--- src/rtl/alu_share_arbiter_pkg.sv ---
// Shared CPU datapath types: ALU op encoding, ALU port structs, and the
// round-robin helper used by shared-resource arbiters.
`ifndef CPU_WORD_WIDTH
`define CPU_WORD_WIDTH 8
`endif

package alu_share_arbiter_pkg;

    localparam int CPU_WORD_WIDTH  = `CPU_WORD_WIDTH;
    localparam int ALU_ARB_MAX_REQ = 4;
    localparam int ARB_IDX_W       = $clog2(ALU_ARB_MAX_REQ);

    localparam int FlagZ = 0;
    localparam int FlagC = 1;
    localparam int FlagN = 2;
    localparam int FlagV = 3;

    typedef enum logic [3:0] {
        Alu_Add = 4'd0,
        Alu_Sub = 4'd1,
        Alu_And = 4'd2,
        Alu_Or  = 4'd3,
        Alu_Xor = 4'd4,
        Alu_Shl = 4'd5,
        Alu_Shr = 4'd6,
        Alu_Rol = 4'd7,
        Alu_Ror = 4'd8,
        Alu_Rlc = 4'd9,
        Alu_Rrc = 4'd10
    } AluOp;

    localparam int ALU_OP_W = $bits(AluOp);

    typedef enum logic [1:0] {
        IDLE = 2'd0,
        EXEC = 2'd1,
        RESP = 2'd2
    } StateAluArb;

    typedef struct packed {
        AluOp                      op;
        logic [CPU_WORD_WIDTH-1:0] a;
        logic [CPU_WORD_WIDTH-1:0] b;
        logic [3:0]                flags_in;
    } StrcInAlu;

    typedef struct packed {
        logic [CPU_WORD_WIDTH-1:0] out;
        logic [3:0]                flags_out;
    } StrcOutAlu;

    typedef struct packed {
        logic                 any;
        logic [ARB_IDX_W-1:0] idx;
    } RrPick;

    // Scan ptr+1, ptr+2, ... modulo num_req; descending k lets the nearest valid win.
    function automatic RrPick rr_pick(input logic [ALU_ARB_MAX_REQ-1:0] valid,
                                      input logic [ARB_IDX_W-1:0]       ptr,
                                      input int                         num_req);
        RrPick r;
        int    idx;
        r = '0;
        for (int k = ALU_ARB_MAX_REQ; k >= 1; k--) begin
            if (k <= num_req) begin
                idx = (int'(ptr) + k) % num_req;
                if (valid[idx[ARB_IDX_W-1:0]]) begin
                    r.any = 1'b1;
                    r.idx = idx[ARB_IDX_W-1:0];
                end
            end
        end
        return r;
    endfunction

endpackage

--- src/rtl/alu.sv ---
// Combinational CPU ALU; flags follow the FlagZ/C/N/V indices, with
// C meaning "no borrow" on subtraction.
module Alu
    import alu_share_arbiter_pkg::*;
(
    input  StrcInAlu  in_i,
    output StrcOutAlu out_o
);

    localparam int              W     = CPU_WORD_WIDTH;
    localparam logic [W-1:0]    W_VAL = W'(W);

    logic [W:0]   sum;
    logic [W:0]   dif;
    logic [W-1:0] s;
    logic [W-1:0] res;
    logic         c;
    logic         v;
    logic         cin;
    logic [2:0]   unused_flags;

    assign cin          = in_i.flags_in[FlagC];
    assign unused_flags = {in_i.flags_in[FlagZ], in_i.flags_in[FlagN], in_i.flags_in[FlagV]};
    assign sum          = {1'b0, in_i.a} + {1'b0, in_i.b};
    assign dif          = {1'b0, in_i.a} - {1'b0, in_i.b};
    assign s            = in_i.b % W_VAL;

    always_comb begin
        res = '0;
        c   = 1'b0;
        v   = 1'b0;
        case (in_i.op)
            Alu_Add: begin
                res = sum[W-1:0];
                c   = sum[W];
                v   = (in_i.a[W-1] == in_i.b[W-1]) && (sum[W-1] != in_i.a[W-1]);
            end
            Alu_Sub: begin
                res = dif[W-1:0];
                c   = ~dif[W];
                v   = (in_i.a[W-1] != in_i.b[W-1]) && (dif[W-1] != in_i.a[W-1]);
            end
            Alu_And: res = in_i.a & in_i.b;
            Alu_Or:  res = in_i.a | in_i.b;
            Alu_Xor: res = in_i.a ^ in_i.b;
            Alu_Shl: res = (in_i.b >= W_VAL) ? '0 : (in_i.a << in_i.b);
            Alu_Shr: res = (in_i.b >= W_VAL) ? '0 : (in_i.a >> in_i.b);
            Alu_Rol: res = (in_i.a << s) | (in_i.a >> (W_VAL - s));
            Alu_Ror: res = (in_i.a >> s) | (in_i.a << (W_VAL - s));
            Alu_Rlc: begin
                res = {in_i.a[W-2:0], cin};
                c   = in_i.a[W-1];
            end
            Alu_Rrc: begin
                res = {cin, in_i.a[W-1:1]};
                c   = in_i.a[0];
            end
            default: res = '0;
        endcase
    end

    always_comb begin
        out_o                  = '0;
        out_o.out              = res;
        out_o.flags_out[FlagZ] = (res == '0);
        out_o.flags_out[FlagC] = c;
        out_o.flags_out[FlagN] = res[W-1];
        out_o.flags_out[FlagV] = v;
    end

endmodule

--- src/rtl/alu_arb_rr_picker.sv ---
// Combinational round-robin winner select for up to ALU_ARB_MAX_REQ requesters.
module alu_arb_rr_picker
    import alu_share_arbiter_pkg::*;
#(
    parameter int NUM_REQ = 2
) (
    input  logic [NUM_REQ-1:0]   valid_i,
    input  logic [ARB_IDX_W-1:0] ptr_i,
    output logic [ARB_IDX_W-1:0] winner_o,
    output logic                 any_o
);

    logic [ALU_ARB_MAX_REQ-1:0] valid_ext;
    RrPick                      pick;

    assign valid_ext = ALU_ARB_MAX_REQ'(valid_i);
    assign pick      = rr_pick(valid_ext, ptr_i, NUM_REQ);
    assign winner_o  = pick.idx;
    assign any_o     = pick.any;

endmodule

--- src/rtl/alu_share_arbiter.sv ---
// Time-shares one ALU between NUM_REQ requesters: round-robin accept,
// one op in flight, registered result returned to the owning requester.
module alu_share_arbiter
    import alu_share_arbiter_pkg::*;
#(
    parameter int NUM_REQ    = 2,
    parameter int WORD_WIDTH = CPU_WORD_WIDTH
) (
    input  logic                          clk,
    input  logic                          rst,
    input  logic [NUM_REQ-1:0]            req_valid,
    output logic [NUM_REQ-1:0]            req_ready,
    input  logic [NUM_REQ*WORD_WIDTH-1:0] req_a,
    input  logic [NUM_REQ*WORD_WIDTH-1:0] req_b,
    input  logic [NUM_REQ*ALU_OP_W-1:0]   req_op,
    input  logic [NUM_REQ*4-1:0]          req_flags_in,
    output logic [NUM_REQ-1:0]            resp_valid,
    input  logic [NUM_REQ-1:0]            resp_ready,
    output logic [WORD_WIDTH-1:0]         resp_out,
    output logic [3:0]                    resp_flags,
    output logic                          busy
);

    StateAluArb           state_q, state_d;
    logic [ARB_IDX_W-1:0] rr_ptr_q, rr_ptr_d;
    logic [ARB_IDX_W-1:0] owner_q, owner_d;
    StrcInAlu             alu_in_q, alu_in_d;
    logic [WORD_WIDTH-1:0] resp_out_q, resp_out_d;
    logic [3:0]           resp_flags_q, resp_flags_d;

    logic [ARB_IDX_W-1:0] winner;
    logic                 any_valid;
    logic                 owner_ready;
    logic                 resp_hs;
    logic                 accept;
    StrcInAlu             win_in;
    StrcOutAlu            alu_out;

    alu_arb_rr_picker #(.NUM_REQ(NUM_REQ)) u_pick (
        .valid_i  (req_valid),
        .ptr_i    (rr_ptr_q),
        .winner_o (winner),
        .any_o    (any_valid)
    );

    Alu u_alu (
        .in_i  (alu_in_q),
        .out_o (alu_out)
    );

    always_comb begin
        win_in      = '0;
        owner_ready = 1'b0;
        for (int i = 0; i < NUM_REQ; i++) begin
            if (winner == ARB_IDX_W'(i)) begin
                win_in.a        = req_a[i*WORD_WIDTH +: WORD_WIDTH];
                win_in.b        = req_b[i*WORD_WIDTH +: WORD_WIDTH];
                win_in.op       = AluOp'(req_op[i*ALU_OP_W +: ALU_OP_W]);
                win_in.flags_in = req_flags_in[i*4 +: 4];
            end
            if (owner_q == ARB_IDX_W'(i)) owner_ready = resp_ready[i];
        end
    end

    // A completing response frees the ALU in the same cycle, so a new accept can overlap it.
    assign resp_hs = (state_q == RESP) && owner_ready;
    assign accept  = any_valid && !rst && ((state_q == IDLE) || resp_hs);
    assign busy    = (state_q != IDLE);

    always_comb begin
        state_d      = state_q;
        rr_ptr_d     = rr_ptr_q;
        owner_d      = owner_q;
        alu_in_d     = alu_in_q;
        resp_out_d   = resp_out_q;
        resp_flags_d = resp_flags_q;
        req_ready    = '0;
        resp_valid   = '0;
        case (state_q)
            IDLE: if (accept) state_d = EXEC;
            EXEC: begin
                resp_out_d   = alu_out.out;
                resp_flags_d = alu_out.flags_out;
                state_d      = RESP;
            end
            RESP: begin
                for (int i = 0; i < NUM_REQ; i++)
                    resp_valid[i] = (owner_q == ARB_IDX_W'(i));
                if (resp_hs) state_d = accept ? EXEC : IDLE;
            end
            default: state_d = IDLE;
        endcase
        if (accept) begin
            alu_in_d = win_in;
            owner_d  = winner;
            rr_ptr_d = winner;
            for (int i = 0; i < NUM_REQ; i++)
                req_ready[i] = (winner == ARB_IDX_W'(i));
        end
    end

    always_ff @(posedge clk or posedge rst) begin
        if (rst) begin
            state_q      <= IDLE;
            rr_ptr_q     <= ARB_IDX_W'(NUM_REQ - 1);
            owner_q      <= '0;
            alu_in_q     <= '0;
            resp_out_q   <= '0;
            resp_flags_q <= '0;
        end else begin
            state_q      <= state_d;
            rr_ptr_q     <= rr_ptr_d;
            owner_q      <= owner_d;
            alu_in_q     <= alu_in_d;
            resp_out_q   <= resp_out_d;
            resp_flags_q <= resp_flags_d;
        end
    end

    assign resp_out   = resp_out_q;
    assign resp_flags = resp_flags_q;

endmodule
--- config.mk ---
export PLATFORM = sky130hd
export DESIGN_NAME = alu_share_arbiter
export DESIGN_NICKNAME = d
export VERILOG_FILES = /design/src/rtl/alu_share_arbiter_pkg.sv /design/src/rtl/alu.sv /design/src/rtl/alu_arb_rr_picker.sv /design/src/rtl/alu_share_arbiter.sv
export SDC_FILE = /design/constraint.sdc
export NUM_CORES = 1
export LEC_CHECK = 0
export BUFFER_PORTS_ARGS = -buffer_cell sky130_fd_sc_hd__buf_2
export CAP_MARGIN = 5
export CORE_MARGIN = 4
export CORE_UTILIZATION = 55
export CTS_CLUSTER_DIAMETER = 80
export CTS_CLUSTER_SIZE = 14
export DETAILED_ROUTE_END_ITERATION = 8
export PLACE_DENSITY = 0.83
export SETUP_SLACK_MARGIN = 0.05
export SLEW_MARGIN = 20
export SYNTH_ARGS = -nofsm -noshare
export SYNTH_HDL_FRONTEND = slang
export SYNTH_SLANG_ARGS = --single-unit
--- constraint.sdc ---
create_clock -name clk -period 5.7 [get_ports clk]
set_input_delay 1.14 -clock clk [delete_from_list [all_inputs] [get_ports clk]]
set_output_delay 1.14 -clock clk [all_outputs]
set_load 0.05 [all_outputs]
* After elaboration in Yosys (flattened, before gate mapping)
Index checks and enable logic that the tools add are counted.
** Word-level totals
- Output and inout port bits :: 17
- Bits in registers :: 39
- Logic and storage cells :: 86
- Bits of input ports :: 54
** Operators by class
- Magnitude comparators :: 3
- Equality and inequality tests :: 20
- Bitwise gates (word level) :: 8
- Multiplexer cells :: 21
- Reductions and logical operators :: 14
- Shift-type cells :: 6
- $add $sub $neg :: 5
** Operators with widths (count)
- $pmux W8 S11 :: 1
- $mux W24 :: 2
- $or A8 B8 Y8 :: 3
- $eq A4 B3 Y1 const B :: 4
- $mux W8 :: 2
- $shl A8 B8 Y8 :: 2
- $shr A8 B8 Y8 :: 2
- $eq A4 B4 Y1 const B :: 3
- $add A8 B8 Y9 :: 1
- $sub A8 B8 Y9 :: 1
- $and A8 B8 Y8 :: 1
- $eq A4 B2 Y1 const B :: 2
- $ge A8 B4 Y1 const B :: 1
- $logic_not A8 Y1 :: 1
- $mux W2 :: 4
- $shl A8 B3 Y8 :: 1
- $shr A8 B3 Y8 :: 1
- $xor A8 B8 Y8 :: 1
- $eq A2 B1 Y1 const B :: 3
- $logic_not A2 Y1 :: 3
- $lt A2 B3 Y1 const B :: 2
- $mux W3 :: 2
- $pmux W2 S3 :: 1
- $logic_and A1 B1 Y1 :: 5
- other kinds (18) :: 28

* Logic depth before layout (Yosys ltp)
- Depth after elaboration :: 11
- Depth in mapped cells :: 16
- Depth with buffers taken out :: 12

* Cells and area by module
A second synthesis with hierarchy kept.
** Unflattened totals
- Cell total of the unflattened synthesis :: 540
- Area total of the unflattened synthesis :: 4813.4 µm²
** Modules (own cells, without submodules)
- Alu :: area each 2736.4 µm², cells each 384, instances 1, seq. area each 0.0 µm²
- alu_share_arbiter :: area each 2052.0 µm², cells each 152, instances 1, seq. area each 1027.2 µm²
- alu_arb_rr_picker :: area each 25.0 µm², cells each 4, instances 1, seq. area each 0.0 µm²

* Worst setup path after synthesis
Ideal clock, no wire load.
- Path type :: in2out
- From :: input resp_ready[1]
- To :: output req_ready[0]
- Path buffers :: 1
- Stages :: 4
- Arrival :: 2726 ps
- Slack :: 1834 ps
- Data required time :: 4560 ps
- Path through :: mux2i_1 > a2111oi_0 > clkbuf_1 > nor2b_1
** On the way
- Word-level cells in the longest chain between the ends :: 5
** RTL lines
- start: declaration :: line alu_share_arbiter.sv:18 : input logic [NUM_REQ-1:0] resp_ready,
- $mux W1 :: line alu_share_arbiter.sv:61 : if (owner_q == ARB_IDX_W'(i)) owner_ready = resp_ready[i];
- $logic_and A1 B1 Y1 :: line alu_share_arbiter.sv:66 : assign resp_hs = (state_q == RESP) && owner_ready;
- $logic_or A1 B1 Y1 :: line alu_share_arbiter.sv:67 : assign accept = any_valid && !rst && ((state_q == IDLE) || resp_hs);
- $logic_and A1 B1 Y1 :: line alu_share_arbiter.sv:67
- $mux W2 :: line alu_share_arbiter.sv:93 : if (accept) begin
- end: declaration :: line alu_share_arbiter.sv:12 : output logic [NUM_REQ-1:0] req_ready,
Every way passes these cells.

* Final worst setup path
- From :: input resp_ready[1]
- To :: output req_ready[1]
Same word-level chain as after synthesis.

==> flow_metrics.env <==
export IMPL_status="complete, no violations"
export IMPL_drc=0
export IMPL_crit_path_end_kind="output port"
export IMPL_seq_area_frac_synth=0.211
export IMPL_dp_hpwl_mm=9.86
export IMPL_rows=31
export IMPL_cp_num_buf_inv=4
export IMPL_total_leakage_power_uw=0.00208
export IMPL_ys_ff_latch=36
export IMPL_vias=4384
export IMPL_layout_commonest_cell="buf_2"
export IMPL_postCtsSetupBuffers=0
export IMPL_ys_warn_count=0
export IMPL_vdd_drop_max_uv=318
export IMPL_vias_per_cell=6.64
export IMPL_netlist_area_leader_share=0.204
export IMPL_syn_mean_instance_area_sq_um=8.23
export IMPL_critical_path_slowest_cell="buf_4"
export IMPL_grt_max_degree=47
export IMPL_antenna_left=0
export IMPL_syn_cell_area_sq_um=4290
export IMPL_dominantRegCellSynth="dfrtp_1"
export IMPL_die_w_um=96.3
export IMPL_drt_pass1_iterations=5
export IMPL_clk_pin_slew_ns=0.07
export IMPL_n_antenna_cell=0
export IMPL_layout_common_cells="64 x buf_2, 52 x nor2_1, 47 x a21oi_1"
export IMPL_start_util=0.578
export IMPL_rsz0062_at_grt="no"
export IMPL_maxSlewViolCount=0
export IMPL_cp_top_family="buffers and inverters"
export IMPL_cts_tree="yes"
export IMPL_p_int_uw=1220
export IMPL_io_buffers=64
export IMPL_hold_ws_ns=0.474
export IMPL_synth_nets=603
export IMPL_dpl_cell_area_sq_um=4620
export IMPL_fin_skew_ns=0.00918
export IMPL_grt_pass1_wl_mm=21.3
export IMPL_grt_usage=0.298
export IMPL_worstMarginPinSlew_ns=1.10
export IMPL_cts_resized=0
export IMPL_p_per_area_nw_per_um2=566
export IMPL_hold_class="reg -> reg"
export IMPL_grt_pass1_vias=4218
export IMPL_layout_nets=642
export IMPL_power_net_switching_uw=1460
export IMPL_p_sw_frac=0.545
export IMPL_gp_congestion=1.01
export IMPL_final_area_sq_um=4740
export IMPL_fin_util=0.639
export IMPL_cts_max_path_buffers=2
export IMPL_holdBufCountCts=0
export IMPL_synth_edf_count=0
export IMPL_cp_common_cell="buf_2"
export IMPL_crit_type="in -> out"
export IMPL_postSynthCellCount=521
export IMPL_startpoint_type="input pin"
export IMPL_critPathMaxFanout=46
export IMPL_ys_async_sr_fraction=1.00
export IMPL_hold_violations=0
export IMPL_fmax_mhz=263
export IMPL_clkLatencyLatePin_ns=0.30
export IMPL_cap_violations=0
export IMPL_htreeDepth=2
export IMPL_yosysTopAreaCell="dfrtp_1"
export IMPL_cp_required_ns=4.56
export IMPL_clkPwrFrac=0.086
export IMPL_arrival_ns=2.66
export IMPL_slew_headroom=0.259
export IMPL_critical_path_max_stage_delay_ns=0.45
export IMPL_period_needed_ns=3.80
export IMPL_combPwrFrac=0.709
export IMPL_grt_overflow=0
export IMPL_worst_slack_ns=1.90
export IMPL_die_h_um=96.3
export IMPL_numCtsBuffers=5
export IMPL_seq_power_share=0.205
export IMPL_coreArea_sq_um=7410
export IMPL_pre_cts_ws_ns=1.90
export IMPL_area_growth_pct=10.5
export IMPL_tns_ns=0
export IMPL_ios=71
export IMPL_drtIter0Drc=425
export IMPL_fin_crit_sh=0.667
export IMPL_synth_area_leaders="dfrtp_1 20%, mux2i_1 8.2%, ha_1 7.6%"
export IMPL_cts_root_buf="clkbuf_8"
export IMPL_cts_sinks=36
export IMPL_finalSetupViolations=0
export IMPL_die_area_sq_um=9270
export IMPL_wire_per_inst_um=20.3
export IMPL_grt_antenna_before_repair=0
export IMPL_drt_wl_total_mm=13.4
export IMPL_ys_types=78
export IMPL_worstPathCellList="buf_2 > mux2i_1 > a2111oi_2 > buf_4 > nand2_1 > inv_1 > buf_2"
export IMPL_final_layout_size_suffix_gt1_frac=0.217
-- final timing paths --
path	cells after the start	startpoint	slack (ns)	to
min in group asynchronous	3	rst	0.95	resp_flags[3]
hold reg to reg	2	resp_out[3]	0.47	resp_out[3]
setup reg to reg	8	alu_in_q[12]	2.21	resp_flags[0]
max in group asynchronous	3	rst	4.41	rr_ptr_q[0]
hold / removal	2	resp_out[3]	0.47	resp_out[3]
setup / recovery	7	resp_ready[1]	1.90	req_ready[1]
-- cells in the mapped netlist (3+ instances only) --
master / count
a21o_1: 4
o22ai_1: 5
xnor2_1: 4
nand3b_1: 7
a211oi_1: 5
nor2_1: 52
dfrtp_1: 35
o21ai_0: 30
clkbuf_1: 24
a21oi_1: 47
mux2i_1: 35
nor4_1: 6
ha_1: 26
a221oi_1: 4
nor2b_1: 8
a22oi_1: 4
nor3_1: 10
mux2_2: 9
nand2_1: 35
a31oi_1: 4
o21bai_1: 4
nand3_1: 8
nand2b_1: 11
buf_2: 14
a2111oi_0: 8
inv_1: 23
o31ai_1: 3
buf_4: 3
o211ai_1: 6
nand4b_1: 3
nor3b_1: 6
o221ai_1: 3
mux4_2: 9
a32oi_1: 7
a22o_1: 3
-- worst reg2reg max path, stage by stage, from the launching register on --
cell       delay [ns]
dfrtp_1          0.73
ha_1             0.34
fa_1             0.43
o2bb2a_1         0.25
nor3_1           0.04
a2111oi_0        0.81
nand4b_1         0.30
nor4_2           0.33
a32o_1           0.20
-- flip-flops by register name, summed over array words and instances (netlist names) --
name and cells:
owner_q 1, alu_in_q 21, resp_flags 4, rr_ptr_q 1, state_q 2, resp_out 7
-- area by class of cell --
class                      instances  area, sq um
clock inverter                     3         46.3
inverter                          25         93.8
clock buffer                       5         68.8
timing repair buffer              76          410
multi-input combinational        416         3090
sequential                        36          902
tap                               99          124
fill                             652         2670
-- power groups by stage --
| stage | Combinational (uW) | Sequential [uW] | Clock, uW |
|---|---|---|---|
| after floorplan | 1390 | 551 | 0 |
| after global placement | 1820 | 539 | 0 |
| after detailed placement | 1850 | 544 | 0 |
| after CTS | 1860 | 539 | 234 |
| after global routing | 2060 | 564 | 241 |
| final | 1900 | 550 | 230 |
-- stage by stage --
step	total power [uW]	std cells
global placement	2360	652
floorplan	1940	521
CTS	2640	660
finish	2680	660
global route	2860	660
detailed placement	2400	652
-- cell families (layout without fill, tap and decap cells) --
logic type | count (synthesis) | after routing | share of synthesized area
DFF | 36 | 36 | 0.211
xor gates and xnor gates | 5 | 5 | 0.0120
and+or+nand+nor | 163 | 163 | 0.204
muxes | 55 | 55 | 0.160
AOI/OAI and AO/OA | 165 | 165 | 0.258
adders and majority gates | 28 | 28 | 0.0853
buffers and inverters | 69 | 109 | 0.0707
-- layer usage --
metal / track usage / up-vias / wire length (um)
met4: 0.143 / 0 / 575
li1: - / 2019 / -
met3: 0.0493 / 49 / 1220
met2: 0.468 / 275 / 6180
met5: 0 / - / 0
met1: 0.398 / 2041 / 5400
No activity file was read; power rests on OpenSTA's default activity.
